## config.mk

```make
export PLATFORM = sky130hd
export DESIGN_NAME = l2_weighted_arbiter
export DESIGN_NICKNAME = d
export VERILOG_FILES = /design/src/rtl/l2_config_and_types.sv /design/src/rtl/l2_rr_priority_select.sv /design/src/rtl/l2_weighted_arbiter.sv
export SDC_FILE = /design/constraint.sdc
export NUM_CORES = 1
export LEC_CHECK = 0
export ABC_AREA = 0
export BUFFER_PORTS_ARGS = -buffer_cell sky130_fd_sc_hd__buf_2
export CORE_UTILIZATION = 56
export CTS_CLUSTER_DIAMETER = 200
export DETAILED_ROUTE_END_ITERATION = 6
export PLACE_DENSITY_LB_ADDON = 0.15
export SYNTH_ARGS = -nofsm -noshare
export SYNTH_HDL_FRONTEND = slang
export SYNTH_SLANG_ARGS = --single-unit
```

## constraint.sdc

```tcl
create_clock -name clk -period 8.4 [get_ports clk]
set_input_delay 0.84 -clock clk [delete_from_list [all_inputs] [get_ports clk]]
set_output_delay 0.84 -clock clk [all_outputs]
set_load 0.01 [all_outputs]
```

## src/rtl/l2_config_and_types.sv

```systemverilog
// Shared L2 configuration constants and types.
// Holds port count, arbiter mode and weight-width defaults.
package l2_config_and_types;

  localparam int L2_NUM_PORTS    = 4;
  localparam int L2_ARB_WEIGHT_W = 3;

  typedef enum logic {
    L2_ARB_RR,
    L2_ARB_FIXED
  } l2_arb_mode_t;

  function automatic int l2_idx_w(input int n);
    return (n > 1) ? $clog2(n) : 1;
  endfunction

endpackage

```

## src/rtl/l2_rr_priority_select.sv

```systemverilog
// Rotating find-first-set: picks the first request at or after start.
// Purely combinational; start=0 gives plain lowest-index priority.
module l2_rr_priority_select
  import l2_config_and_types::*;
#(
  parameter int NUM_PORTS = L2_NUM_PORTS,
  parameter int IDX_W     = l2_idx_w(NUM_PORTS)
) (
  input  logic [NUM_PORTS-1:0] req,
  input  logic [IDX_W-1:0]     start,
  output logic [IDX_W-1:0]     idx,
  output logic [NUM_PORTS-1:0] onehot,
  output logic                 valid
);

  logic [NUM_PORTS-1:0] rot;
  logic [IDX_W:0]       sum;
  logic [IDX_W:0]       off;
  logic                 found;

  always_comb begin
    rot   = '0;
    sum   = '0;
    off   = '0;
    found = 1'b0;
    for (int k = 0; k < NUM_PORTS; k++) begin
      sum = {1'b0, start} + (IDX_W+1)'(k);
      if (sum >= (IDX_W+1)'(NUM_PORTS)) begin
        sum = sum - (IDX_W+1)'(NUM_PORTS);
      end
      rot[k] = req[sum[IDX_W-1:0]];
    end
    for (int k = 0; k < NUM_PORTS; k++) begin
      if (!found && rot[k]) begin
        found = 1'b1;
        off   = (IDX_W+1)'(k);
      end
    end
    // Undo the rotation to get the absolute port index.
    sum = {1'b0, start} + off;
    if (sum >= (IDX_W+1)'(NUM_PORTS)) begin
      sum = sum - (IDX_W+1)'(NUM_PORTS);
    end
    valid  = found;
    idx    = found ? sum[IDX_W-1:0] : '0;
    onehot = found ? (NUM_PORTS'(1) << idx) : '0;
  end

endmodule

```

## src/rtl/l2_weighted_arbiter.sv

```systemverilog
// Credit-weighted round-robin / fixed-priority arbiter for L2 request ports.
// A granted port may hold the grant for weight+1 strobed cycles.
module l2_weighted_arbiter
  import l2_config_and_types::*;
#(
  parameter int           NUM_PORTS = L2_NUM_PORTS,
  parameter int           WEIGHT_W  = L2_ARB_WEIGHT_W,
  parameter l2_arb_mode_t MODE      = L2_ARB_RR,
  localparam int          IDX_W     = l2_idx_w(NUM_PORTS)
) (
  input  logic                          clk,
  input  logic                          rst,
  input  logic [NUM_PORTS-1:0]          requests,
  input  logic                          strobe,
  input  logic [NUM_PORTS*WEIGHT_W-1:0] weights,
  output logic [IDX_W-1:0]              grantee_i,
  output logic [NUM_PORTS-1:0]          grantee_v,
  output logic                          grantee_valid,
  output logic                          grantee_last
);

  localparam bit IS_RR = (MODE == L2_ARB_RR);

  logic [IDX_W-1:0]    ptr_q, ptr_d;
  logic [IDX_W-1:0]    owner_q, owner_d;
  logic [WEIGHT_W-1:0] credits_q, credits_d;

  logic [WEIGHT_W-1:0] w_arr [NUM_PORTS];
  logic [IDX_W-1:0]    start;
  logic [IDX_W-1:0]    sel_idx;
  logic [NUM_PORTS-1:0] sel_oh;
  logic                sel_vld;
  logic                sticky;
  logic                gnt_vld;
  logic [IDX_W-1:0]    gnt_idx;

  always_comb begin
    for (int p = 0; p < NUM_PORTS; p++) begin
      w_arr[p] = weights[p*WEIGHT_W +: WEIGHT_W];
    end
  end

  always_comb begin
    start = '0;
    if (IS_RR && ptr_q != IDX_W'(NUM_PORTS-1)) begin
      start = ptr_q + IDX_W'(1);
    end
  end

  l2_rr_priority_select #(
    .NUM_PORTS (NUM_PORTS),
    .IDX_W     (IDX_W)
  ) u_sel (
    .req    (requests),
    .start  (start),
    .idx    (sel_idx),
    .onehot (sel_oh),
    .valid  (sel_vld)
  );

  // Outputs stay at their idle values while reset is held.
  always_comb begin
    gnt_vld = rst && sel_vld;
    sticky  = IS_RR && gnt_vld &&
              (credits_q != '0) && requests[owner_q];
    gnt_idx = sticky ? owner_q : sel_idx;

    grantee_valid = gnt_vld;
    grantee_i     = gnt_vld ? gnt_idx : '0;
    grantee_v     = '0;
    grantee_last  = 1'b0;
    if (gnt_vld) begin
      grantee_v = sticky ? (NUM_PORTS'(1) << owner_q) : sel_oh;
      if (!IS_RR) begin
        grantee_last = 1'b1;
      end else if (sticky) begin
        grantee_last = (credits_q == WEIGHT_W'(1));
      end else begin
        grantee_last = (w_arr[sel_idx] == '0);
      end
    end
  end

  always_comb begin
    ptr_d     = ptr_q;
    owner_d   = owner_q;
    credits_d = credits_q;
    if (IS_RR && strobe && gnt_vld) begin
      if (sticky) begin
        credits_d = credits_q - WEIGHT_W'(1);
      end else begin
        owner_d   = sel_idx;
        ptr_d     = sel_idx;
        credits_d = w_arr[sel_idx];
      end
    end
  end

  always_ff @(posedge clk or negedge rst) begin
    if (!rst) begin
      ptr_q     <= IDX_W'(NUM_PORTS-1);
      owner_q   <= '0;
      credits_q <= '0;
    end else begin
      ptr_q     <= ptr_d;
      owner_q   <= owner_d;
      credits_q <= credits_d;
    end
  end

endmodule

```

==> impl_metrics.yaml, run 1 <==
timing:
  drv_slew: 0
  worstMarginPinSlew_ns: 0.758
  period_share_pct: 61.0
  rsz0062_at_grt: "false"
  setup_viol: 0
  setup-tns-final_ns: 0
  max_freq_mhz: 195
  hold_violations: 0
  relSlewSlack_pct: 49.1
  finalClockSkew_ns: 0.00106
  finalCriticalPeriod_ns: 5.13
  hold-worst-slack_ns: 0.423
logic_synthesis:
  netlist-cell-type-count: 38
  synth_seq_cells: 7
  syn_area_sq_um: 1030
  synth_top_family_by_area: "simple AND/OR/NAND/NOR gates"
  synth_fa_ha_area_share_pct: 8.52
  muxShareOfSynthArea_pct: 19.8
  yosys_warnings: 0
  seq_area_frac_synth_pct: 17.3
  synthesis.nets: 152
  synth.avg_cell_area_sq_um: 8.16
  synth_xor_area_share_pct: 2.43
  synth_simple_gate_area_share_pct: 28.6
  synth_compound_area_share_pct: 17.2
  synth_cells: 126
die:
  row_count: 15
  core_area_sq_um: 1730
  start_util_pct: 59.6
  die_h_microns: 44.9
  ios: 27
  dieArea_sq_um: 2010
  die_x_microns: 44.9
place:
  place_congestion: 0.751
  dpl_cell_area_sq_um: 1150
  place_inst: 170
  port_buffers: 26
  hpwlAfterDp_microns: 1710
critical_path:
  timing.rr.end: "credits_q[2]$_DFFE_PN0P_"
  r2r_cells: 14
  critPathCapture: "grantee_last"
  cp-end-kind: "primary output"
  cp_max_fo: 14
  cp.arrival_ns: 4.29
  crit_start: "ptr_q[0]$_DFFE_PN1P_"
  reg2reg_from: "ptr_q[0]$_DFFE_PN1P_"
  worst-r2r-setup-slack_ns: 4.22
  path_class: "register to primary output"
  startpoint_type: "register"
  cp.required_ns: 7.56
global_routing:
  grtUsageTotal_pct: 23.6
  met1_usage_pct: 31.8
  grt_pass1_vias: 837
  grt_max_degree: 17
  grt_pass1_wl_microns: 3460
  met3_usage_pct: 3.20
  grt_overflow: 0
  antenna_found_initial: 0
  grt-busiest-layer: "met2"
  use_met2_pct: 37.6
final_layout:
  final_cell_mix: "26 x buf_2, 18 x nor2_1, 12 x nand2_1, 9 x a21oi_1, 7 x ha_1"
  final_common_cell: "buf_2"
  drive_gt1_share_pct: 32.2
  fillCellCount: 170
  area_growth_pct: 14.2
  diodes: 0
  instances_no_fill: 174
  final_cell_area_sq_um: 1170
  final_nets: 176
cts:
  cts_tree: "built"
  clkTransAtPathRegs_ns: 0.05
  cts_buffers: 3
  cts_setup_buffers: 0
  insertion_delay_ns: 0.24
  hold_buffers: 0
  cts_sinks: 7
  cts-root-buf: "clkbuf_4"
  htree_num_levels: 1
  cts_resized: 0
  cts_buffer_depth: 2
drt:
  vias_per_cell: 5.43
  drt-total-wl_microns: 2150
  drc: 0
  drtAntennaViolNets: 0
  firstDrtPassIters: 4
  wl_per_cell_microns: 12.3
  via_count: 945
  dr.first_iter.drc_count: 19
job:
  maxCapViolations: 0
run_status:
  status: "finished clean"
min_path:
  hold_path.class: "input port to async pin"
==> cells in the mapped netlist (all sizes together) <==
library cell	instances	share of area (%)
and2	1	0.61
nand4	1	0.61
a211oi	2	1.5
dfstp	2	5.1
o21ai	5	3.5
mux2i	5	4.9
buf	3	2.6
or3	1	0.61
a211o	5	4.3
or4	1	1.1
o22a	1	0.85
nor3b	4	2.9
xnor2	2	2.4
inv	6	2.2
or2b	2	1.7
nor4	1	2.1
nand2b	5	3.0
mux4	2	4.7
a21oi	9	4.4
nor2	18	6.6
ha	7	8.5
nor2b	1	0.61
mux2	9	10
clkbuf	4	1.5
o21a	1	0.73
dfrtp	5	12
nor3	4	1.9
nand3	5	2.4
o31ai	2	1.9
nand2	12	4.4
==> sequential cells by signal, summed over array words and instances, names as in the netlist <==
| name | flops |
|---|---|
| credits_q | 3 |
| owner_q | 2 |
| ptr_q | 2 |
==> worst max-delay path: stages (launching register included) <==
cell,delay [ns]
dfstp_2,0.69
inv_1,0.08
ha_1,0.39
or3_1,0.42
nand2_1,0.17
nor2_1,0.06
o31ai_1,0.19
a21oi_1,0.10
ha_1,0.20
xnor2_1,0.16
xnor2_2,0.59
mux2_2,0.41
a211o_1,0.25
nand4_1,0.10
a21oi_1,0.06
buf_2,0.14
==> logic make-up after synthesis <==
logic type,Yosys count
and+or+nand+nor,56
xor gates and xnor gates,2
AOI/OAI and AO/OA,25
buffers and inverters,13
DFF,7
adders and majority gates,7
muxes,16
==> metrics by stage <==
stage               setup slack (ns)  utilization (%)
finish                          3.27             68.0
global route                    3.00             68.0
CTS                             3.27             68.0
detailed placement              3.54             66.5
global placement                3.71             66.5
floorplan                       4.12                -
==> area by class of cell <==
type | instances | area [sq um] | share of cell area [%]
clock buffer | 4 | 26.3 | 2.24
inverter | 6 | 22.5 | 1.92
multi-input combinational | 106 | 787 | 67.0
sequential | 7 | 178 | 15.1
tap | 25 | 31.3 | 2.66
timing repair buffer | 26 | 130 | 11.1
==> metal layers <==
layer  routed length [microns]  up-vias  part of all wire [%]
met5                         0        -                     0
met4                         0        0                     0
li1                          -      495                     -
met3                        61        0                   2.8
met1                      1090      434                    51
met2                       994       16                    46
==> worst min-delay path by stage <==
| stage | to | slack [ns] |
|---|---|---|
| floorplan | credits_q[1]$_DFFE_PN0P_ | 0.45 |
| global placement | credits_q[1]$_DFFE_PN0P_ | 0.46 |
| detailed placement | credits_q[1]$_DFFE_PN0P_ | 0.47 |
| CTS | owner_q[0]$_DFFE_PN0P_ | 0.41 |
| global route | owner_q[0]$_DFFE_PN0P_ | 0.42 |
| finish | owner_q[0]$_DFFE_PN0P_ | 0.42 |
Power of run 1 is left out: the tool's default activity adds up to more than one toggle a clock period on the data nets, which glitch-free logic cannot reach.
==> run 2: changes to the inputs <==
--- a/config.mk
+++ b/config.mk
@@ -7,7 +7,7 @@
 export LEC_CHECK = 0
 export ABC_AREA = 0
 export BUFFER_PORTS_ARGS = -buffer_cell sky130_fd_sc_hd__buf_2
-export CORE_UTILIZATION = 56
+export CORE_UTILIZATION = 52
 export CTS_CLUSTER_DIAMETER = 200
 export DETAILED_ROUTE_END_ITERATION = 6
 export PLACE_DENSITY_LB_ADDON = 0.15
==> constraint.sdc (replaced) <==
create_clock -name clk -period 5.1 [get_ports clk]
set_input_delay 0.51 -clock clk [delete_from_list [all_inputs] [get_ports clk]]
set_output_delay 0.51 -clock clk [all_outputs]
set_load 0.01 [all_outputs]
==> run 2 against run 1 <==
Clock-buffer cell count is the same. Setup slack lost 2.8 ns. Critical path depth is the same. Final area is the same.
==> impl_metrics.yaml, run 2 (synthesis gave the netlist of run 1 again) <==
final_layout:
  area_growth_pct: 14.2
  drive_gt1_share_pct: 32.2
  largest_register_ffs: 3
  final_core_util_pct: 65.9
  final_common_cell: "buf_2"
  diodes: 0
  final_nets: 176
  top_regs: "credits_q x3, owner_q x2, ptr_q x2"
  final_cell_mix: "26 x buf_2, 18 x nor2_1, 12 x nand2_1, 9 x a21oi_1, 7 x ha_1"
  top_register: "credits_q"
global_routing:
  grt_max_degree: 17
  antenna_found_initial: 0
  grtUsageTotal_pct: 22.4
  grt_pass1_vias: 843
  grt_pass1_wl_microns: 3450
  grt_overflow: 0
drt:
  via_count: 973
  drtAntennaViolNets: 0
  firstDrtPassIters: 4
  vias_per_cell: 5.59
  drt-total-wl_microns: 2120
  wl_per_cell_microns: 12.2
  drc: 0
  dr.first_iter.drc_count: 22
timing:
  finalCriticalPeriod_ns: 4.67
  setup_viol: 0
  setup-tns-final_ns: 0
  max_freq_mhz: 214
  finalClockSkew_ns: 0.00331
  worst_slack_ns: 0.432
  drv_slew: 0
  rsz0062_at_grt: "false"
  hold_violations: 0
  relSlewSlack_pct: 42.6
  worstMarginPinSlew_ns: 0.856
  period_share_pct: 91.5
die:
  dieArea_sq_um: 2160
  core_area_sq_um: 1780
  start_util_pct: 57.7
  row_count: 15
  die_x_microns: 46.5
  ios: 27
  die_h_microns: 46.5
cts:
  htree_num_levels: 1
  clkTransAtPathRegs_ns: 0.05
  cts_setup_buffers: 0
  cts_tree: "built"
  insertion_delay_ns: 0.24
  cts_resized: 0
  cts-root-buf: "clkbuf_4"
  hold_buffers: 0
  cts_buffer_depth: 2
  cts_buffers: 3
  cts_sinks: 7
job:
  maxCapViolations: 0
place:
  place_congestion: 0.846
  port_buffers: 26
  pre_cts_slack_ns: 0.684
  hpwlAfterDp_microns: 1690
run_status:
  status: "finished clean"
critical_path:
  startpoint_type: "register"
  cp.required_ns: 4.59
  cp_max_fo: 14
  cp.arrival_ns: 4.16
  cp-end-kind: "primary output"
  path_class: "register to primary output"
min_path:
  hold_path.class: "input port to async pin"
-- run 2: worst max-delay path, stage by stage (launching register included) --
cell and delay (ns):
dfstp_2 0.69, inv_1 0.08, ha_1 0.38, or3_1 0.42, nand2_1 0.16, nor2_1 0.06, o31ai_1 0.18, a21oi_1 0.10
ha_1 0.19, xnor2_1 0.15, xnor2_2 0.55, mux2_2 0.40, a211o_1 0.25, nand4_1 0.09, a21oi_1 0.06, buf_2 0.15
-- run 2: final cells by class --
type                            count  area (sq um)
Sequential cell                     7           178
Clock buffer                        4          26.3
Multi-Input combinational cell    106           787
Tap cell                           25          31.3
Timing Repair Buffer               26           130
Inverter                            6          22.5
Fill cell                         154           608
-- run 2: path summary, 6_finish.rpt --
check,from,end,slack (ns),depth (start not counted)
max in group asynchronous,rst,ptr_q[1]$_DFFE_PN1P_,4.77,1
worst max-delay path,ptr_q[0]$_DFFE_PN1P_,grantee_last,0.43,15
worst max register to register,ptr_q[0]$_DFFE_PN1P_,credits_q[1]$_DFFE_PN0P_,1.06,14
worst min-delay path,rst,owner_q[1]$_DFFE_PN0P_,0.09,1
worst min register to register,credits_q[1]$_DFFE_PN0P_,credits_q[1]$_DFFE_PN0P_,0.47,2
min in group clk,credits_q[1]$_DFFE_PN0P_,credits_q[1]$_DFFE_PN0P_,0.47,2
-- run 2: metal layers --
| layer | track usage (%) | wire length [microns] |
|---|---|---|
| met5 | 0 | 0 |
| met4 | 7.06 | 0 |
| met3 | 2.75 | 88 |
| met2 | 38.6 | 1050 |
| met1 | 28.5 | 977 |
-- run 2: stage by stage --
stage	instance area (sq um)	std cells	hold WS (ns)
detailed placement	1150	170	0.353
global route	1170	174	0.102
floorplan	1030	126	0.214
global placement	1150	170	0.353
finish	1170	174	0.0944
CTS	1170	174	0.0898
Power of run 2 is left out for the same reason.
==> run 3: changes to the inputs <==
--- a/config.mk
+++ b/config.mk
@@ -7,9 +7,12 @@
 export LEC_CHECK = 0
 export ABC_AREA = 0
 export BUFFER_PORTS_ARGS = -buffer_cell sky130_fd_sc_hd__buf_2
-export CORE_UTILIZATION = 52
+export CORE_ASPECT_RATIO = 0.6
+export CORE_MARGIN = 5
+export CORE_UTILIZATION = 40
 export CTS_CLUSTER_DIAMETER = 200
 export DETAILED_ROUTE_END_ITERATION = 6
+export GPL_TIMING_DRIVEN = 0
 export PLACE_DENSITY_LB_ADDON = 0.15
 export SYNTH_ARGS = -nofsm -noshare
 export SYNTH_HDL_FRONTEND = slang
==> run 3 against run 2 <==
Via count grew 4.5%. Routed wire length rose by 21%. Final area rose by 5.9%. First-iteration DRC count grew to 4.3 times the previous value. Core utilization shrank 16 points. Cell count increased by 8.0%. Non-clock buffer count increased by 7. Flip-flop and latch count is the same. Setup slack got worse by 0.064 ns. Clock-buffer cell count is the same. Register-to-register slack worse by 0.02 ns. Critical path depth rose by 2. Critical endpoint unchanged. Largest cell class unchanged.
==> impl_metrics.yaml, run 3 (synthesis gave the netlist of run 1 again) <==
timing:
  worstMarginPinSlew_ns: 0.791
  rsz0062_at_grt: "false"
  drv_slew: 0
  setup-tns-final_ns: 0
  finalCriticalPeriod_ns: 4.73
  relSlewSlack_pct: 47.0
  max_freq_mhz: 211
  period_share_pct: 92.8
  worst_slack_ns: 0.368
  finalClockSkew_ns: 0.00454
  hold_violations: 0
  setup_viol: 0
critical_path:
  path_class: "register to primary output"
  startpoint_type: "register"
  cp.arrival_ns: 4.22
  cp_max_fo: 10
  r2r_cells: 15
  worst-r2r-setup-slack_ns: 1.04
  cp-end-kind: "primary output"
  reg2reg_from: "ptr_q[0]$_DFFE_PN1P_"
  cp.required_ns: 4.59
  timing.rr.end: "credits_q[2]$_DFFE_PN0P_"
cts:
  cts_buffers: 3
  cts_buffer_depth: 2
  cts_sinks: 7
  cts_setup_buffers: 0
  hold_buffers: 0
  cts_tree: "built"
  cts-root-buf: "clkbuf_8"
  cts_resized: 0
  clkTransAtPathRegs_ns: 0.04
  insertion_delay_ns: 0.23
  htree_num_levels: 1
global_routing:
  grt_pass1_wl_microns: 4150
  grt_overflow: 0
  grt_pass1_vias: 878
  grt_max_degree: 11
  grtUsageTotal_pct: 14.4
  antenna_found_initial: 0
drt:
  dr.first_iter.drc_count: 95
  drt-total-wl_microns: 2560
  wl_per_cell_microns: 13.6
  drtAntennaViolNets: 0
  via_count: 1017
  vias_per_cell: 5.41
  firstDrtPassIters: 4
  drc: 0
final_layout:
  top_regs: "credits_q x3, owner_q x2, ptr_q x2"
  final_common_cell: "buf_2"
  final_cell_mix: "26 x buf_2, 18 x nor2_1, 12 x nand2_1, 9 x a21oi_1, 7 x ha_1"
  final_nets: 183
  fillCellCount: 233
  top_register: "credits_q"
  drive_gt1_share_pct: 32.1
  diodes: 0
  area_growth_pct: 20.9
  largest_register_ffs: 3
place:
  place_congestion: 0.821
  hpwlAfterDp_microns: 2050
  pre_cts_slack_ns: 0.646
  port_buffers: 26
die:
  ios: 27
  dieArea_sq_um: 3720
  die_x_microns: 75.5
  row_count: 14
  die_h_microns: 49.3
  core_area_sq_um: 2490
  start_util_pct: 41.3
job:
  maxCapViolations: 0
run_status:
  status: "finished clean"
min_path:
  hold_path.class: "input port to async pin"
[run 3: critical path, stage by stage, from the launching register on]
cell	delay, ns
dfstp_2	0.58
buf_6	0.16
inv_1	0.05
ha_1	0.39
or3_1	0.42
nand2_1	0.18
nor2_1	0.06
o31ai_1	0.24
a21oi_1	0.13
ha_1	0.20
xnor2_1	0.15
xnor2_2	0.28
buf_6	0.21
mux2_2	0.34
a211o_1	0.28
nand4_1	0.12
a21oi_1	0.07
buf_2	0.15
[run 3: per-stage QoR]
| step | utilization [%] | hold WS [ns] | instances | area, sq um |
|---|---|---|---|---|
| 6_report | 50.0 | 0.112 | 188 | 1240 |
| 5_1_grt | 50.0 | 0.115 | 188 | 1240 |
| 4_1_cts | 50.0 | 0.116 | 188 | 1240 |
| 3_5_place_dp | 48.2 | 0.360 | 184 | 1200 |
| 3_3_place_gp | 48.2 | 0.363 | 184 | 1200 |
| 2_1_floorplan | - | 0.214 | 126 | 1030 |
[run 3: worst max path at each step]
| stage | from | to | slack [ns] | cells after the start |
|---|---|---|---|---|
| 6_report | ptr_q[0]$_DFFE_PN1P_ | grantee_last | 0.37 | 17 |
| 3_3_place_gp | ptr_q[0]$_DFFE_PN1P_ | grantee_last | 0.68 | 17 |
| 2_1_floorplan | ptr_q[0]$_DFFE_PN1P_ | grantee_last | 1.15 | 16 |
| 5_1_grt | ptr_q[0]$_DFFE_PN1P_ | grantee_last | 0.19 | 16 |
| 4_1_cts | ptr_q[0]$_DFFE_PN1P_ | grantee_last | 0.38 | 17 |
| 3_5_place_dp | ptr_q[0]$_DFFE_PN1P_ | grantee_last | 0.65 | 17 |
[run 3: layer usage]
metal  vias up  global-route usage, %  share of wire [%]
met1       468                   21.9                 48
met5         -                      0                  0
met4         0                   3.20               0.70
li1        510                      -                  -
met3         4                   4.73                9.2
met2        35                   19.2                 42
[run 3: area by class of cell]
cell class | instances | area [sq um] | share of cell area (%)
sequential | 7 | 178 | 14.3
clock buffer | 4 | 45.0 | 3.62
tap | 32 | 40.0 | 3.22
buffer | 7 | 41.3 | 3.32
multi-input combinational | 106 | 787 | 63.3
timing repair buffer | 26 | 130 | 10.5
inverter | 6 | 22.5 | 1.81
Power of run 3 is left out for the same reason.
